<file path="src/rtl/motoro301_pkg.sv">
// Shared constants and types for the 3-phase motor demo board.
package motoro301_pkg;

  localparam logic [7:0] ASCII_0 = 8'h30;

  // One-hot-ish phase pattern driven onto led4[3:1], indexed by step
  localparam logic [2:0] STEP_PAT [0:5] = '{3'b001, 3'b011, 3'b010,
                                            3'b110, 3'b100, 3'b101};

  typedef enum logic [1:0] {IDLE, START, DATA, STOP} uart_state_e;

  function automatic logic [2:0] next_step(input logic [2:0] s);
    return (s == 3'd5) ? 3'd0 : s + 3'd1;
  endfunction

endpackage

</file>
<file path="src/rtl/motoro301_uart_tx.sv">
// 8N1 UART transmitter, LSB first, idle high, registered output.
module motoro301_uart_tx
  import motoro301_pkg::*;
#(
  parameter int unsigned BAUD_DIV = 434
) (
  input  logic       clk,
  input  logic       rst,
  input  logic       send,
  input  logic [7:0] data,
  output logic       tx,
  output logic       busy
);

  localparam int BW = (BAUD_DIV > 1) ? $clog2(BAUD_DIV) : 1;

  uart_state_e   r_state, w_state_nxt;
  logic [BW-1:0] r_baud;
  logic [2:0]    r_bit, w_bit_nxt;
  logic [7:0]    r_shreg;
  logic          r_tx, w_tx_nxt;
  logic          w_baud_done;

  assign w_baud_done = (r_baud == BW'(BAUD_DIV - 1));

  always_comb begin
    w_state_nxt = r_state;
    w_bit_nxt   = r_bit;
    w_tx_nxt    = 1'b1;
    case (r_state)
      IDLE:  if (send) w_state_nxt = START;
      START: if (w_baud_done) begin
               w_state_nxt = DATA;
               w_bit_nxt   = 3'd0;
             end
      DATA:  if (w_baud_done) begin
               if (r_bit == 3'd7) w_state_nxt = STOP;
               else               w_bit_nxt   = r_bit + 3'd1;
             end
      STOP:  if (w_baud_done) w_state_nxt = IDLE;
      default: w_state_nxt = IDLE;
    endcase
    // Line level is computed from the next state so tx is a clean flop output
    case (w_state_nxt)
      START:   w_tx_nxt = 1'b0;
      DATA:    w_tx_nxt = r_shreg[w_bit_nxt];
      default: w_tx_nxt = 1'b1;
    endcase
  end

  always_ff @(posedge clk) begin
    if (rst) begin
      r_state <= IDLE;
      r_bit   <= 3'd0;
      r_tx    <= 1'b1;
    end else begin
      r_state <= w_state_nxt;
      r_bit   <= w_bit_nxt;
      r_tx    <= w_tx_nxt;
    end
  end

  always_ff @(posedge clk) begin
    if (rst) begin
      r_baud  <= '0;
      r_shreg <= 8'h00;
    end else if (r_state == IDLE) begin
      r_baud <= '0;
      if (send) r_shreg <= data;
    end else begin
      r_baud <= w_baud_done ? '0 : r_baud + BW'(1);
    end
  end

  assign tx   = r_tx;
  assign busy = (r_state != IDLE);

endmodule

</file>
<file path="src/rtl/motoro_301_top.sv">
// Motor demo top: 6-step commutation, PWM, heartbeat LED and step report over UART.
module motoro_301_top
  import motoro301_pkg::*;
#(
  parameter int unsigned CLK_HZ     = 50_000_000,
  parameter int unsigned BAUD_DIV   = 434,
  parameter int unsigned STEP_DIV   = 500_000,
  parameter int unsigned HB_DIV     = 25_000_000,
  parameter int unsigned PWM_PERIOD = 1000,
  parameter int unsigned PWM_DUTY   = 250
) (
  input  logic       clk50mhz,
  input  logic       nReset,
  output logic       tp01,
  output logic       tp02,
  output logic       rs232_tx,
  output logic [3:0] led4
);

  localparam int SW = (STEP_DIV   > 1) ? $clog2(STEP_DIV)   : 1;
  localparam int HW = (HB_DIV     > 1) ? $clog2(HB_DIV)     : 1;
  localparam int PW = (PWM_PERIOD > 1) ? $clog2(PWM_PERIOD) : 1;

  logic [SW-1:0] r_step_cnt;
  logic [HW-1:0] r_hb_cnt;
  logic [PW-1:0] r_pwm_cnt;
  logic [2:0]    r_step;
  logic [2:0]    r_led_pat;
  logic          r_step_evt;
  logic          r_tp01, r_tp02, r_hb;
  logic          w_uart_busy;
  logic          w_uart_tx;

  // Step advance, tp02 toggle and the UART event all land on the same edge
  always_ff @(posedge clk50mhz) begin
    if (nReset) begin
      r_step_cnt <= '0;
      r_step     <= 3'd0;
      r_tp02     <= 1'b0;
      r_step_evt <= 1'b0;
    end else begin
      r_step_evt <= 1'b0;
      if (r_step_cnt == SW'(STEP_DIV - 1)) begin
        r_step_cnt <= '0;
        r_step     <= next_step(r_step);
        r_tp02     <= ~r_tp02;
        r_step_evt <= 1'b1;
      end else begin
        r_step_cnt <= r_step_cnt + SW'(1);
      end
    end
  end

  always_ff @(posedge clk50mhz) begin
    if (nReset) begin
      r_hb_cnt <= '0;
      r_hb     <= 1'b0;
    end else if (r_hb_cnt == HW'(HB_DIV - 1)) begin
      r_hb_cnt <= '0;
      r_hb     <= ~r_hb;
    end else begin
      r_hb_cnt <= r_hb_cnt + HW'(1);
    end
  end

  // Full-width compare keeps duty 0 / duty >= period as constant levels
  always_ff @(posedge clk50mhz) begin
    if (nReset) begin
      r_pwm_cnt <= '0;
      r_tp01    <= 1'b0;
    end else begin
      r_tp01    <= (32'(r_pwm_cnt) < PWM_DUTY);
      r_pwm_cnt <= (r_pwm_cnt == PW'(PWM_PERIOD - 1)) ? '0 : r_pwm_cnt + PW'(1);
    end
  end

  always_ff @(posedge clk50mhz) begin
    if (nReset) r_led_pat <= STEP_PAT[0];
    else        r_led_pat <= STEP_PAT[r_step];
  end

  motoro301_uart_tx #(.BAUD_DIV(BAUD_DIV)) u_uart (
    .clk  (clk50mhz),
    .rst  (nReset),
    .send (r_step_evt & ~w_uart_busy),
    .data (ASCII_0 + {5'd0, r_step}),
    .tx   (w_uart_tx),
    .busy (w_uart_busy)
  );

  assign tp01     = r_tp01;
  assign tp02     = r_tp02;
  assign rs232_tx = w_uart_tx;
  assign led4     = {r_led_pat, r_hb};

endmodule

</file>
<file path="config.mk">
export PLATFORM = sky130hd
export DESIGN_NAME = motoro_301_top
export DESIGN_NICKNAME = d
export VERILOG_FILES = /design/src/rtl/motoro301_pkg.sv /design/src/rtl/motoro301_uart_tx.sv /design/src/rtl/motoro_301_top.sv
export SDC_FILE = /design/constraint.sdc
export NUM_CORES = 1
export LEC_CHECK = 0
export ABC_AREA = 1
export CAP_MARGIN = 0
export CORE_UTILIZATION = 50
export CTS_BUF_LIST = sky130_fd_sc_hd__clkbuf_8
export CTS_CLUSTER_SIZE = 20
export DETAILED_ROUTE_END_ITERATION = 12
export PLACE_DENSITY = 0.62
export SETUP_SLACK_MARGIN = 0.02
export SLEW_MARGIN = 20
export SYNTH_ARGS = -nofsm -noshare
export SYNTH_HDL_FRONTEND = slang
export SYNTH_SLANG_ARGS = --single-unit
export TNS_END_PERCENT = 20
</file>
<file path="constraint.sdc">
create_clock -name clk50mhz -period 2.1 [get_ports clk50mhz]
set_clock_uncertainty 0.1 [all_clocks]
set_input_delay 0.525 -clock clk50mhz [delete_from_list [all_inputs] [get_ports clk50mhz]]
set_output_delay 0.525 -clock clk50mhz [all_outputs]
set_load 0.05 [all_outputs]
</file>
==> results.sh <==
export IMPL_status="complete, no violations"
export IMPL_clockBufferDepth=2
export IMPL_tns_ps=0
export IMPL_period_share_pct=93.3
export IMPL_drt_initial_drc_count=155
export IMPL_grt_busiest_layer="met2"
export IMPL_syn_area_mm2=0.00397
export IMPL_htree_levels=3
export IMPL_via_per_inst=4.99
export IMPL_nets=572
export IMPL_ys_seq_area_share_pct=41.8
export IMPL_numClockSinks=83
export IMPL_die_h_um=91.1
export IMPL_start_util_pct=51.7
export IMPL_relSlewSlack_pct=58.7
export IMPL_stdcell_count=666
export IMPL_syn_nets=551
export IMPL_vias=3326
export IMPL_wl_mm=7.63
export IMPL_grt_pass1_vias=3148
export IMPL_grtUsageTotal_pct=20.3
export IMPL_crit_chain="inv_1, ha_1, inv_1, a21oi_1, nand3_1, nand2_1, nand2_1, nand2_1, nand2_1, nor2_1, nor2_1, a21oi_1"
export IMPL_synth_area_top_cells="dfxtp_1 42%, nand2_1 10%, nor2_1 7.6%"
export IMPL_critPathArrivalTime_ps=2150
export IMPL_syn_inst=538
export IMPL_use_met2_pct=34.8
export IMPL_hold_worst_slack_ps=352
export IMPL_fillers=779
export IMPL_coreArea_mm2=0.00769
export IMPL_die_area_mm2=0.00830
export IMPL_firstDrtPassIters=4
export IMPL_row_count=32
export IMPL_ys_warn_count=0
export IMPL_gp_congestion=0.869
export IMPL_total_power_mw=2.97
export IMPL_start_kind="flip-flop"
export IMPL_placed_area_mm2=0.00418
export IMPL_synth_top_area_share_pct=41.8
export IMPL_setup_viol=0
export IMPL_tightest_slew_ps=617
export IMPL_rsz0062_at_grt="false"
export IMPL_critical_path_slowest_cell="dfxtp_1"
export IMPL_cp_max_fo=5
export IMPL_path_class="flip-flop to flip-flop"
export IMPL_io_pins=9
export IMPL_dpl_cell_count=650
export IMPL_drive_above_1_share_pct=9.22
export IMPL_clk_latency_ps=360
export IMPL_fin_crit_ps=1960
export IMPL_syn_to_final_growth_pct=10.4
export IMPL_ys_ff_latch=83
export IMPL_fmax_mhz=510
export IMPL_cts_tree="done"
export IMPL_p_leak_nw=1.64
export IMPL_die_w_um=91.1
export IMPL_grt_max_degree=19
export IMPL_endpoint_kind="flip-flop"
export IMPL_synth_distinct_cells=35
export IMPL_drv_slew=0
export IMPL_stdcell_area_mm2=0.00438
export IMPL_hp_class="flip-flop to flip-flop"
export IMPL_numCtsBuffers=9
export IMPL_drc=0
export IMPL_synth_area_leader_cell="dfxtp_1"
export IMPL_use_met1_pct=25.2
export IMPL_grt_ovfl_total=0
export IMPL_postCtsSetupBuffers=0
export IMPL_root_buffer="clkbuf_8"
export IMPL_cts_clk_slew_worst_paths_ps=90
export IMPL_cts_resized=3
export IMPL_dp_worst_setup_slack_ps=92.6
export IMPL_routedWlPerCell_um=11.5
export IMPL_diodes=0
export IMPL_dp_hpwl_mm=5.70
export IMPL_power_density_mw_per_mm2=676
export IMPL_holdBufCountCts=0
export IMPL_worstPathRequired_ps=2290
export IMPL_fin_ws_ps=140
export IMPL_irDropWorstVdd_v=0.000338
export IMPL_maxCapViolCount=0
export IMPL_synth_area_per_cell_um2=7.38
export IMPL_crit_top_cell="nand2_1"
export IMPL_finalHoldViolCount=0
export IMPL_grt_pass1_wl_mm=13.7
export IMPL_final_util_pct=57.0
export IMPL_port_buffers=8
export IMPL_grtUsageMet3_pct=4.27
export IMPL_antenna_found_initial=0
export IMPL_critical_path_max_stage_delay_ps=410
export IMPL_antenna_left=0
==> cell families (layout without fill, tap and decap cells) <==
| family | Yosys count | in the layout | share of synthesized area (%) |
|---|---|---|---|
| simple gates | 298 | 298 | 35.4 |
| buf+inv | 76 | 102 | 7.85 |
| compound gates | 51 | 51 | 7.28 |
| fa+ha+maj | 11 | 11 | 3.47 |
| flops | 83 | 83 | 41.8 |
| xor+xnor | 19 | 19 | 4.19 |
==> power breakdown <==
part           switching (mW)  internal (mW)
combinational          0.0917         0.0468
clock                   0.596          0.619
sequential             0.0175           1.59
total                   0.705           2.26
==> critical path, delay by kind of cell, from the launching register on <==
kind | cells | cell delay [ps]
simple gates | 7 | 590
buf+inv | 2 | 140
flops | 1 | 410
fa+ha+maj | 1 | 320
compound gates | 2 | 350
==> registers in the layout (all words and copies together) (netlist names) <==
signal and count:
r_led_pat 3, u_uart.tx 1, u_uart.r_baud 9, r_hb_cnt 25, tp01 1, r_step 3, u_uart.r_shreg 4, r_step_cnt 19
u_uart.r_state 2, tp02 1, r_pwm_cnt 10, r_step_evt 1, u_uart.r_bit 3, r_hb 1
==> worst paths after layout <==
| kind | from | endpoint | slack (ps) | cells past startpoint |
|---|---|---|---|---|
| min | r_pwm_cnt[0] | r_pwm_cnt[0] | 350 | 1 |
| max | u_uart.r_state[1] | u_uart.tx | 140 | 12 |
| max reg2reg | u_uart.r_state[1] | u_uart.tx | 140 | 12 |
| min reg2reg | r_pwm_cnt[0] | r_pwm_cnt[0] | 350 | 1 |
==> layout by cell type (no fill, tap or decap), drive strengths merged, types with 5 or more instances in the layout <==
cell type / Yosys / layout
inv: 71 / 72
ha: 11 / 11
or2: 10 / 10
nor4: 6 / 6
nor3b: 10 / 10
dfxtp: 83 / 83
nand3: 28 / 28
nor3: 22 / 22
nand4: 13 / 13
clkbuf: 1 / 11
buf: 4 / 11
a21oi: 36 / 36
nor2: 87 / 87
o21ai: 9 / 9
xnor2: 5 / 5
xor2: 14 / 14
nand2: 115 / 115
==> area by class of cell <==
class	instances	area [um^2]	area share, %
flip-flops and latches	83	1660	37.9
clock inverters	5	60.1	1.37
multi-input cells	379	2000	45.6
clock buffers	11	151	3.45
inverters	71	267	6.08
repair buffers	15	119	2.71
well taps	102	128	2.91
==> metal layers <==
| layer | share of wire [%] | wire, um |
|---|---|---|
| met1 | 50 | 3780 |
| met2 | 47 | 3560 |
| met3 | 2.5 | 194 |
| met4 | 1.2 | 95 |
| met5 | 0 | 0 |
==> synth_stat cells <==
master and number:
nor3b_2 1, ha_1 11, nor4_2 1, nor4_1 5
nand3_4 2, nor2_2 4, buf_6 3, or2_2 4
o22ai_1 1, nor3_2 2, or2_0 6, nand4_1 13
xnor2_1 5, a211oi_1 1, dfxtp_1 83, nor3b_1 9
nor2_4 3, nor3_1 20, a21oi_1 36, o21a_1 1
nand3b_1 3, and3_1 3, nand2_1 110, xor2_1 14
clkbuf_1 1, nand3_1 26, o41ai_4 1, o21bai_1 2
nand2_2 5, inv_1 69, nor2_1 80, or4_1 1
o21ai_0 9, buf_4 1, inv_2 2
Power figures use the tool's default switching activity.
